### src/rtl/pulse_width_capture.sv
// rtl/pulse_width_capture.sv - captures gated-counter pulse widths into a FIFO stream.
// Optional min/max width tracking is enabled by defining PWC_MINMAX_EN.
module pulse_width_capture #(
  parameter int CW        = 23,
  parameter int DEPTH     = 4,
  parameter int MIN_WIDTH = 1,
  parameter int DROP_W    = 8
) (
  input  logic              clk,
  input  logic              rst,
  input  logic              en,
  input  logic [CW-1:0]     counts,
  input  logic              clr,
  output logic [CW-1:0]     m_data,
  output logic              m_ovf,
  output logic              m_valid,
  input  logic              m_ready,
  output logic              busy,
  output logic              full,
`ifdef PWC_MINMAX_EN
  output logic [CW-1:0]     min_w,
  output logic [CW-1:0]     max_w,
  output logic              mm_valid,
`endif
  output logic [DROP_W-1:0] drop_cnt
);

  localparam int AW = $clog2(DEPTH);

  typedef enum logic {IDLE = 1'b0, ACTIVE = 1'b1} state_t;

  state_t            state;
  state_t            state_next;
  logic              rise;
  logic              fall;
  logic [CW-1:0]     prev_cnt;
  logic              wrap;
  logic              wrap_now;
  logic              accept;
  logic              cap;
  logic              push;
  logic              pop;
  logic              drop;
  logic [AW:0]       wptr;
  logic [AW:0]       rptr;
  logic [CW:0]       mem [DEPTH];
  logic [CW:0]       head;

  // The state register is the registered copy of en (en_d).
  always_ff @(posedge clk or negedge rst) begin
    if (!rst) state <= IDLE;
    else      state <= state_next;
  end

  always_comb begin
    state_next = state;
    rise       = 1'b0;
    fall       = 1'b0;
    case (state)
      IDLE:    if (en)  begin state_next = ACTIVE; rise = 1'b1; end
      ACTIVE:  if (!en) begin state_next = IDLE;   fall = 1'b1; end
      default: state_next = IDLE;
    endcase
  end

  assign busy = (state == ACTIVE);

  always_ff @(posedge clk or negedge rst) begin
    if (!rst) begin
      prev_cnt <= '0;
      wrap     <= 1'b0;
    end else begin
      if (rise) begin
        prev_cnt <= '0;
        wrap     <= 1'b0;
      end else if (busy) begin
        prev_cnt <= counts;
        if (counts < prev_cnt) wrap <= 1'b1;
      end
      if (clr) wrap <= 1'b0;
    end
  end

  // A wrap seen on the fall cycle itself still belongs to this pulse.
  assign wrap_now = wrap | (busy & (counts < prev_cnt));

  generate
    if (MIN_WIDTH == 0) begin : g_nofilt
      assign accept = 1'b1;
    end else begin : g_filt
      localparam logic [CW-1:0] MW = CW'(MIN_WIDTH);
      assign accept = (counts >= MW);
    end
  endgenerate

  assign cap  = fall & accept;
  assign pop  = m_valid & m_ready;
  assign push = cap & (~full | pop);
  assign drop = cap & full & ~pop;

  assign m_valid = (wptr != rptr);
  assign full    = (wptr[AW] != rptr[AW]) && (wptr[AW-1:0] == rptr[AW-1:0]);

  always_ff @(posedge clk) begin
    if (push && !clr) mem[wptr[AW-1:0]] <= {wrap_now, counts};
  end

  always_ff @(posedge clk or negedge rst) begin
    if (!rst) begin
      wptr     <= '0;
      rptr     <= '0;
      drop_cnt <= '0;
    end else if (clr) begin
      wptr     <= '0;
      rptr     <= '0;
      drop_cnt <= '0;
    end else begin
      if (push) wptr <= wptr + 1'b1;
      if (pop)  rptr <= rptr + 1'b1;
      if (drop && (drop_cnt != '1)) drop_cnt <= drop_cnt + 1'b1;
    end
  end

  // Head is masked so an empty FIFO presents zeros instead of stale storage.
  assign head   = mem[rptr[AW-1:0]];
  assign m_data = m_valid ? head[CW-1:0] : '0;
  assign m_ovf  = m_valid & head[CW];

`ifdef PWC_MINMAX_EN
  always_ff @(posedge clk or negedge rst) begin
    if (!rst) begin
      min_w    <= '1;
      max_w    <= '0;
      mm_valid <= 1'b0;
    end else if (clr) begin
      min_w    <= '1;
      max_w    <= '0;
      mm_valid <= 1'b0;
    end else if (cap) begin
      mm_valid <= 1'b1;
      if (!mm_valid || (counts < min_w)) min_w <= counts;
      if (!mm_valid || (counts > max_w)) max_w <= counts;
    end
  end
`endif

endmodule

### config.mk
export PLATFORM = sky130hd
export DESIGN_NAME = pulse_width_capture
export DESIGN_NICKNAME = d
export VERILOG_FILES = /design/src/rtl/pulse_width_capture.sv
export SDC_FILE = /design/constraint.sdc
export NUM_CORES = 1
export LEC_CHECK = 0
export CAP_MARGIN = 20
export CORE_ASPECT_RATIO = 1.1
export CORE_MARGIN = 1.5
export CORE_UTILIZATION = 55
export DETAILED_ROUTE_END_ITERATION = 7
export GPL_ROUTABILITY_DRIVEN = 0
export PLACE_DENSITY = 0.78
export RECOVER_POWER = 25
export SETUP_SLACK_MARGIN = 0.05
export SYNTH_ARGS = -nofsm -noshare
export SYNTH_HDL_FRONTEND = slang
export SYNTH_SLANG_ARGS = --single-unit
### constraint.sdc
create_clock -name clk -period 4.4 [get_ports clk]
set_clock_uncertainty 0.1 [all_clocks]
set_input_delay 0.88 -clock clk [delete_from_list [all_inputs] [get_ports clk]]
set_output_delay 0.88 -clock clk [all_outputs]
set_load 0.01 [all_outputs]
=== Yosys cells after proc, flatten, opt, wreduce, memory -nomap -nowiden ===
Memory sizes are Yosys's and may differ from the RTL's.
Index checks and enable logic that the tools add are counted.

* Add/subtract/negate cells: 3
* $lt $le $gt $ge: 2
* Equality and inequality tests: 4
* Muxes and demuxes: 19
* Bitwise logic cells: 11
* Reduce and logical (&&, ||, !) cells: 11

{| class="wikitable"
|+ Operators by type and width
! cell !! number
|-
| $mux 23 || 3
|-
| $ge 23x1->1 const B || 1
|-
| $lt 23x23->1 || 1
|-
| $mux 8 || 2
|-
| $mux 3 || 4
|-
| $mux 1 || 10
|-
| $add 8x1->8 const B || 1
|-
| $ne 8x8->1 const B || 1
|-
| $reduce_bool 2->1 || 4
|-
| $and 1x1->1 || 7
|-
| $add 3x1->3 const B || 2
|-
| $reduce_bool 3->1 || 2
|-
| $logic_and 1x1->1 || 3
|-
| $ne 3x3->1 || 1
|-
| $eq 2x2->1 || 1
|-
| $not 1->1 || 2
|-
| $or 1x1->1 || 2
|-
| $reduce_and 2->1 || 1
|-
| $logic_not 1->1 || 1
|-
| $ne 1x1->1 || 1
|}

* Register bits after elaboration: 39
* Bits in writable memories: 96
* Input port bits: 28
* Output and inout bits: 35
* Memories: 1

{| class="wikitable"
|+ Memory list
! memory !! depth !! bits a word !! read ports !! clocked after Yosys merged registers in !! wr ports !! line !! text
|-
| mem || 4 || 24 || 1 || 0 || 1 || 46 || <nowiki>logic [CW:0] mem [DEPTH];</nowiki>
|}

=== Logic depth before layout (Yosys ltp) ===
Gate-level depths: netlist of run 1.

* Depth in word-level cells: 8
* Depth in mapped cells: 7
* Depth with buffers taken out: 7

=== Least setup slack after synthesis of run 1 ===
Ideal clock, no wire load.

* Path type: input to register
* Start point: input counts[18]
* End point: memory mem[0][0] in the netlist's numbering (enable)
* Library setup time: 0.361 ns
* Arrival time: 2.271 ns
* Setup slack: 1.668 ns
* Stages on the path: 6
* Path buffers: 1
* Cell sequence: nor4_1 > nand4_1 > o21ai_1 > buf_2 > nor3_1 > and2_1

* Longest elaborated chain between the ends: 6

{| class="wikitable"
|+ RTL lines
! item !! line !! text
|-
| start, declared || 12 || <nowiki>input logic [CW-1:0] counts,</nowiki>
|-
| $ge 23x1->1 || 92 || <nowiki>assign accept = (counts >= MW);</nowiki>
|-
| $and 1x1->1 || 96 || <nowiki>assign cap = fall & accept;</nowiki>
|-
| $and 1x1->1 || 98 || <nowiki>assign push = cap & (~full | pop);</nowiki>
|-
| $logic_and 1x1->1 || 105 || <nowiki>if (push && !clr) mem[wptr[AW-1:0]] <= {wrap_now, counts};</nowiki>
|-
| $mux 1 || 105 ||
|-
| $mux 1 (implied by the code) || 105 ||
|-
| end, declared || 46 ||
|}

No other way between the ends.

=== Worst setup path after layout of run 1 ===
* Start point: register rptr[0]
* End point: output m_data[7]

* Longest elaborated chain between the ends: 2
* Elaborated cells between the ends (all ways): 3

{| class="wikitable"
|+ RTL lines
! item !! line !! text
|-
| start, declared || 45 || <nowiki>logic [AW:0] rptr;</nowiki>
|-
| start signal, assigned || 119 || <nowiki>if (pop) rptr <= rptr + 1'b1;</nowiki>
|-
| $mem_v2 4x24 or $ne 3x3->1 (tied branches) || n/a ||
|-
| $mux 23 (*) || 126 || <nowiki>assign m_data = m_valid ? head[CW-1:0] : '0;</nowiki>
|-
| end, declared || 14 || <nowiki>output logic [CW-1:0] m_data,</nowiki>
|}

Mark *: on every way between the ends. The rest lies on a longest branch, timed or not.

==> results of run 1 <==
placed cells by master (no fill, tap or decap), types with 11 or more instances in the layout:
master,count
edfxtp_1,96
and2_1,28
dfrtp_1,38
a22o_1,15
a21oi_1,17
clkdlybuf4s50_1,41
clkbuf_16,18
inv_1,26
mux4_2,24
ha_1,28
nand2_1,20
buf_4,14
o21ai_0,11
dlygate4sd3_1,20
o31ai_1,12
power by group:
part	internal (uW)	switching (uW)
Clock	1010	516
Combinational	219	191
Sequential	1400	39.5
Total	2620	746
worst max-delay path, stage by stage (launching register included):
cell and delay, ns:
dfrtp_2 0.93, buf_4 0.26, mux4_2 0.50, and2_1 0.17, clkdlybuf4s50_1 0.47
flip-flops by register name (all words and copies together) (netlist names):
signal	cells
busy	1
drop_cnt	8
mem	96
prev_cnt	23
rptr	3
wptr	3
wrap	1
layer usage:
layer / global-route usage, % / vias to the layer above / wire [um]
li1: - / 1705 / -
met1: 31.13 / 1911 / 5193
met2: 39.96 / 126 / 6669
met3: 7.165 / 25 / 698
met4: 10.00 / 0 / 278
met5: 0 / - / 0
through the flow:
stage / area, um2 / setup slack, ns / instances
finish: 7530 / 0.6551 / 640
global placement: 6845 / 1.065 / 606
global route: 7530 / 0.4935 / 640
CTS: 7495 / 0.5915 / 638
detailed placement: 6845 / 0.9793 / 606
floorplan: 6021 / 1.668 / 404
final timing paths:
check | from | endpoint | slack, ns | cells after the start
min in group asynchronous | rst | drop_cnt[7] | 0.52 | 1
max in group asynchronous | rst | rptr[0] | 3.01 | 1
worst min-delay path | prev_cnt[0] | prev_cnt[0] | 0.39 | 1
worst max register to register | rptr[0] | mem[1][4] | 1.87 | 5
worst max-delay path | rptr[0] | m_data[7] | 0.66 | 4
worst min register to register | prev_cnt[0] | prev_cnt[0] | 0.39 | 1
area by class of cell:
cell class	instances	area (um2)	share of cell area, %
repair buffers	79	763.2	10.14
multi-input cells	225	1981	26.30
inverters	26	97.59	1.296
clock buffers	20	478.0	6.348
well taps	143	178.9	2.376
clock inverters	12	171.4	2.276
flip-flops and latches	135	3860	51.26
cell families after synthesis:
logic type | Yosys count | synth area share, %
compound gates | 64 | 7.149
fa+ha+maj | 28 | 5.819
mux | 28 | 9.705
xor+xnor | 5 | 0.9768
simple gates | 100 | 9.248
flops | 135 | 64.09
buf+inv | 44 | 3.013
==> flow_summary.toml, run 1 <==
[status]
status = "complete, no violations"

[critical_path]
criticalPathCategory = "reg2out"
endpoint_kind = "output pin"
critPathMaxFanout = 25
arrival_ns = 2.76
start_kind = "register"
worstPathRequired_ns = 3.42

[global_route]
overflow = 0
grt_pass1_wl_um = 20510
grt_pass1_vias = 3929
antenna_found_initial = 0
grt_max_degree = 40
grt_usage_pct = 24.58

[detailed_routing]
drt_iter0_markers = 173
routed_wl_um = 12840
drtPass1Iterations = 5
ant_nets = 0
num_vias = 3767
drcViolationCount = 0
vias_per_cell = 5.886
avgRoutedWirePerCell_um = 20.06

[timing]
report.final.hold_viol_count = 0
finalCritPeriodShare_pct = 85.11
hold_slack_ns = 0.3910
setup_viol_count_final = 0
worstMarginPinSlew_ns = 0.9760
rsz0062_at_grt = "false"
slew_headroom_pct = 34.94
fmax_mhz = 267.0
tns_ns = 0
slew_violations = 0
min_period_ns = 3.745

[logic_synthesis]
synth_area_leaders = "edfxtp_1, dfrtp_1, mux4_2"
postSynthNetCount = 460
synth_edf_count = 96
synth_seq_area_share_pct = 64.09
synth_most_common_cell = "edfxtp_1"
synth_flop_cell = "edfxtp_1"
synthArstFlopShare_pct = 28.89
synthCells = 404
synth.distinct_cells = 40
synth-seq-cells = 135
synth_top_cell_area_share_pct = 47.88
synth_top_area_cell = "edfxtp_1"
avgSynthCellArea_um2 = 14.90
ys_warn_count = 0
yosys-top-cells-count = "edfxtp_1, dfrtp_1, and2_1, ha_1, inv_1"
synth_area_mm2 = 0.006021

[pwr]
p_leak_uw = 0.002777
power.density_mw_per_mm2 = 447.7
ir_worst_vdd_mv = 0.2390
p_total_uw = 3371

[clock_network]
root_buffer = "clkbuf_16"
htreeDepth = 4
numCtsBuffers = 17
clock-sinks = 135
clk_path_buf_depth = 2
clk-insertion-delay-late_ns = 0.41
cts_resized = 0
clk_pin_slew_worst_paths_ns = 0.06
hold_buffers = 0
tritoncts = "done"
cts_setup_buffers = 0

[cells_and_area]
antenna_cells = 0
fill_cells = 697
nNetsFinal = 540
fin_util_pct = 71.44
syn_to_final_growth_pct = 25.06
final_layout_size_suffix_gt1_share_pct = 16.30

[place]
hpwl_um = 8048
port_buffers = 62

[floorplanning]
start_util_pct = 57.12
fp.dieW_um = 102.8
die_h_um = 112.7
ioPinCount = 63
die_area_mm2 = 0.01158
design.core.area_mm2 = 0.01054
rows = 39

[min_path]
hp-class = "reg2reg"

[run]
cap_violations = 0
Note: power is estimated with default switching activity, not from simulation.
==> run 2: changes to the inputs <==
--- a/config.mk
+++ b/config.mk
@@ -6,11 +6,11 @@
 export NUM_CORES = 1
 export LEC_CHECK = 0
 export CAP_MARGIN = 20
-export CORE_ASPECT_RATIO = 1.1
 export CORE_MARGIN = 1.5
 export CORE_UTILIZATION = 55
 export DETAILED_ROUTE_END_ITERATION = 7
 export GPL_ROUTABILITY_DRIVEN = 0
+export MAX_ROUTING_LAYER = met4
 export PLACE_DENSITY = 0.78
 export RECOVER_POWER = 25
 export SETUP_SLACK_MARGIN = 0.05
==> run 2 against run 1 <==
Non-clock buffer count decreased by 3. Power about the same. Fmax increased by 0.94%. Critical endpoint is now m_data[2]. Largest cell class unchanged. Largest power group unchanged.
==> flow_summary.toml, run 2 (synthesized netlist as in run 1, its figures left out) <==
[pwr]
p_seq_share_pct = 42.0
power.density_mw_per_mm2 = 450.8
power.switching_uw = 752.3
p_leak_uw = 0.002751
combPwrFrac_pct = 12.5
p_clk_share_pct = 45.5
netSwitchingFraction_pct = 22.32
intPower_uw = 2618
ir_worst_vdd_mv = 0.2508

[global_route]
grt_pass1_wl_um = 19910
grt_usage_pct = 24.49
grt_pass1_vias = 3811
overflow = 0
antenna_found_initial = 0
grt_max_degree = 40

[critical_path]
crit_path_start = "wptr[2]"
r2r_setup_slack_ns = 1.69
endpoint_kind = "output pin"
worstPathRequired_ns = 3.42
criticalPathCategory = "reg2out"
regToRegEndpoint = "mem[1][13]"
timing.rr.start = "busy"
critPathMaxFanout = 15
r2r_cells = 7
arrival_ns = 2.73
start_kind = "register"
crit_end = "m_data[2]"

[cells_and_area]
syn_to_final_growth_pct = 24.19
final_layout_size_suffix_gt1_share_pct = 15.59
fill_cells = 718
layout_common_cells = "edfxtp_1, clkdlybuf4s50_1, dfrtp_1, and2_1, ha_1"
layout_commonest_cell = "edfxtp_1"
stdcell_area_mm2 = 0.007477
antenna_cells = 0
largest_reg_flops = 96
regArea_mm2 = 0.003860
nNetsFinal = 537
multi_input_area_mm2 = 0.001981

[clock_network]
clk_pin_slew_worst_paths_ns = 0.06
clk_path_buf_depth = 2
cts_resized = 0
root_buffer = "clkbuf_8"
clock-sinks = 135
tritoncts = "done"
clk-insertion-delay-late_ns = 0.52
cts_setup_buffers = 0
numCtsBuffers = 17
htreeDepth = 4
hold_buffers = 0

[timing]
fmax_mhz = 269.5
slew_violations = 0
report.final.hold_viol_count = 0
finalCritPeriodShare_pct = 84.32
slew_headroom_pct = 35.80
setup_viol_count_final = 0
rsz0062_at_grt = "false"
tns_ns = 0
min_period_ns = 3.710
worstMarginPinSlew_ns = 0.9630

[detailed_routing]
ant_nets = 0
drt_iter0_markers = 345
avgRoutedWirePerCell_um = 20.00
routed_wl_um = 12680
vias_per_cell = 5.899
drcViolationCount = 0
drtPass1Iterations = 5
num_vias = 3740

[floorplanning]
ioPinCount = 63
die_h_um = 107.6
start_util_pct = 56.03
rows = 38
die_area_mm2 = 0.01158
design.core.area_mm2 = 0.01075
fp.dieW_um = 107.6

[place]
hpwl_um = 7758
dpl_cell_area_mm2 = 0.006827
port_buffers = 62

[status]
status = "complete, no violations"

[min_path]
hp-class = "reg2reg"

[run]
cap_violations = 0
run 2: changes by cell type in the layout (fill, tap and decap cells not counted), sizes merged:
cell / previous run / this run
clkinv: 5 / 4
buf: 17 / 14
clkinvlp: 3 / 2
clkdlybuf4s50: 41 / 42
dlygate4sd3: 20 / 19
bufinv: 4 / 5
inv: 26 / 27
run 2: layout make-up:
type	count	area share (%)
Timing Repair Buffer	76	9.639
Clock inverter	12	2.644
Sequential cell	135	51.62
Inverter	26	1.305
Multi-Input combinational cell	225	26.49
Clock buffer	20	5.957
Tap cell	140	2.343
run 2: per-stage QoR:
step,instances,power [uW],utilization [%],hold slack (ns),worst slack (ns)
floorplan,404,1670,-,0.3442,1.668
global route,634,3488,69.59,0.4192,0.5590
detailed placement,601,1866,63.53,0.3819,0.9855
global placement,601,1855,63.53,0.3686,1.137
CTS,633,3399,69.52,0.3983,0.6559
finish,634,3370,69.59,0.3981,0.6899
run 2: how the worst min path moves through the flow:
stage                 startpoint      endpoint  slack [ns]  cells after the start
floorplan                   wrap          wrap        0.34                      2
global placement            wrap          wrap        0.37                      2
detailed placement  prev_cnt[17]  prev_cnt[17]        0.38                      1
CTS                         wrap          wrap        0.40                      2
global route        prev_cnt[13]  prev_cnt[13]        0.42                      1
finish                      wrap          wrap        0.40                      2
run 2: critical path, cell delays in order, from the launching register on:
cell and delay (ns):
dfrtp_1 0.40, xnor2_1 0.29, nand3_1 0.47, buf_4 0.37, and2_1 0.18, clkdlybuf4s50_1 0.50
run 2: power by group through the flow:
stage / combinational (uW) / clock (uW) / sequential, uW
global route: 462 / 1610 / 1420
CTS: 432 / 1550 / 1410
detailed placement: 427 / 0 / 1440
global placement: 418 / 0 / 1440
finish: 423 / 1530 / 1420
floorplan: 237 / 0 / 1430
run 2: per-layer routing:
layer	wire, um	vias up	GRT usage, %
met5	0	-	-
met4	246	0	10.81
met3	628	23	6.598
met2	6389	128	37.94
met1	5419	1890	30.61
li1	-	1699	-
==> run 3: changes to the inputs <==
==> constraint.sdc (replaced) <==
create_clock -name clk -period 3.6 [get_ports clk]
set_clock_uncertainty 0.1 [all_clocks]
set_input_delay 0.72 -clock clk [delete_from_list [all_inputs] [get_ports clk]]
set_output_delay 0.72 -clock clk [all_outputs]
set_load 0.01 [all_outputs]
==> run 3 against run 2 <==
Register-to-register slack got worse by 0.82 ns. Via count rose by 2.9%. Non-clock buffer count up 13. Cell count increased by 1.9%. Global-route usage increased by 1.3 points. Count of clock-buffer cells in the layout down 1. Core utilization rose by 0.63 points. Highest routed layer unchanged.
==> flow_summary.toml, run 3 (synthesized netlist as in run 1, its figures left out) <==
[timing]
slew_violations = 0
min_period_ns = 3.408
setup_viol_count_final = 0
report.final.hold_viol_count = 0
finalCritPeriodShare_pct = 94.66
fmax_mhz = 293.4
rsz0062_at_grt = "false"
worstMarginPinSlew_ns = 0.9739
tns_ns = 0
finalWorstSetupSlack_ns = 0.1921
slew_headroom_pct = 35.08

[floorplanning]
fp.dieW_um = 107.6
design.core.area_mm2 = 0.01075
ioPinCount = 63
die_area_mm2 = 0.01158
start_util_pct = 56.03
die_h_um = 107.6
rows = 38

[cells_and_area]
antenna_cells = 0
fin_util_pct = 70.21
layout_commonest_cell = "edfxtp_1"
stdcell_area_mm2 = 0.007545
nNetsFinal = 550
final_layout_size_suffix_gt1_share_pct = 16.01
syn_to_final_growth_pct = 25.31
fill_cells = 745
layout_common_cells = "edfxtp_1, clkdlybuf4s50_1, dfrtp_1, and2_1, ha_1"
largest_reg_flops = 96

[pwr]
power.density_mw_per_mm2 = 537.0
p_leak_uw = 0.002772
power.switching_uw = 934.0
netSwitchingFraction_pct = 23.05
intPower_uw = 3118
ir_worst_vdd_mv = 0.2802
p_total_uw = 4052
p_clk_share_pct = 44.0
combPwrFrac_pct = 13.3
p_seq_share_pct = 42.8

[critical_path]
start_kind = "register"
criticalPathCategory = "reg2out"
max_stage_delay_ns = 0.54
critPathBufInv = 2
endpoint_kind = "output pin"
critPathMaxFanout = 13
r2r_setup_slack_ns = 0.87
slowest_stage = "mux4_2"
worstPathRequired_ns = 2.78
path_cells = "buf_4 > mux4_2 > and2_1 > clkdlybuf4s50_1"
critical_path.top_delay_family = "buffers and inverters"
arrival_ns = 2.59

[status]
status = "complete, no violations"

[clock_network]
htreeDepth = 4
root_buffer = "clkbuf_8"
numCtsBuffers = 17
tritoncts = "done"
clock-sinks = 135
cts_setup_buffers = 0
clk-insertion-delay-late_ns = 0.53
clk_pin_slew_worst_paths_ns = 0.07
clk_path_buf_depth = 2

[global_route]
antenna_found_initial = 0
grt_pass1_wl_um = 20970
overflow = 0
grt_usage_pct = 25.79
grt_max_degree = 40
grt_pass1_vias = 3953

[detailed_routing]
avgRoutedWirePerCell_um = 20.62
drcViolationCount = 0
vias_per_cell = 5.958
drtPass1Iterations = 5
routed_wl_um = 13320
ant_nets = 0
num_vias = 3849
drt_iter0_markers = 263

[place]
dpl_cell_area_mm2 = 0.006957
port_buffers = 62
place_ws_ns = 0.1814
hpwl_um = 8625

[run]
cap_violations = 0

[min_path]
hp-class = "in2async"
run 3: cell count changes in the layout (fill, tap and decap cells not counted), moves of 2 or more:
| cell | previous run | this run |
|---|---|---|
| clkbuf_1 | 2 | 10 |
| buf_12 | 0 | 2 |
| clkinv_4 | 1 | 3 |
| clkinv_2 | 3 | 1 |
| buf_4 | 12 | 16 |
run 3: path summary, 6_finish.rpt:
check	from	end	depth (start not counted)
worst min-delay path	rst	prev_cnt[10]	1
worst min register to register	prev_cnt[0]	prev_cnt[0]	1
worst max-delay path	rptr[0]	m_data[11]	4
min in group clk	prev_cnt[0]	prev_cnt[0]	1
max in group asynchronous	rst	rptr[0]	1
worst max register to register	wptr[2]	mem[3][5]	5
run 3: timing repair:
item	in CTS	in global routing
gates resized for setup	1	1
endpoints found under the setup margin	12	11
hold buffers	0	0
run 3: power groups by stage:
stage	clock, uW	sequential, uW	combinational [uW]
3_5_place_dp	0	1760	538
4_1_cts	1790	1730	549
6_report	1780	1730	538
2_1_floorplan	0	1750	290
5_1_grt	1860	1740	584
3_3_place_gp	0	1760	523
run 3: cell type report:
| class | count | area (um2) | share of cell area, % |
|---|---|---|---|
| tap | 140 | 175.2 | 2.322 |
| clock buffer | 19 | 431.7 | 5.721 |
| sequential | 135 | 3860 | 51.16 |
| inverter | 26 | 97.59 | 1.294 |
| timing repair buffer | 89 | 809.5 | 10.73 |
| multi-input combinational | 225 | 1993 | 26.42 |
| clock inverter | 12 | 177.7 | 2.355 |
run 3: worst reg2reg max path, stage by stage, from the launching register on:
cell	delay [ns]
dfrtp_1	0.40
xnor2_1	0.43
and4bb_4	0.34
nor3_1	0.32
and2_1	0.61
buf_12	0.24
run 3: per-stage QoR:
step                std cells  hold slack (ns)
floorplan                 404           0.3244
global placement          615           0.3653
detailed placement        615           0.3758
CTS                       646           0.2720
global route              646           0.3116
finish                    646           0.2568
run 3: metal layers:
layer / vias to the layer above / wire length, um / track usage, %
met5: - / 0 / -
met4: 0 / 199 / 9.774
met3: 17 / 872 / 6.114
met2: 168 / 6815 / 41.17
met1: 1940 / 5435 / 32.43
li1: 1724 / - / -
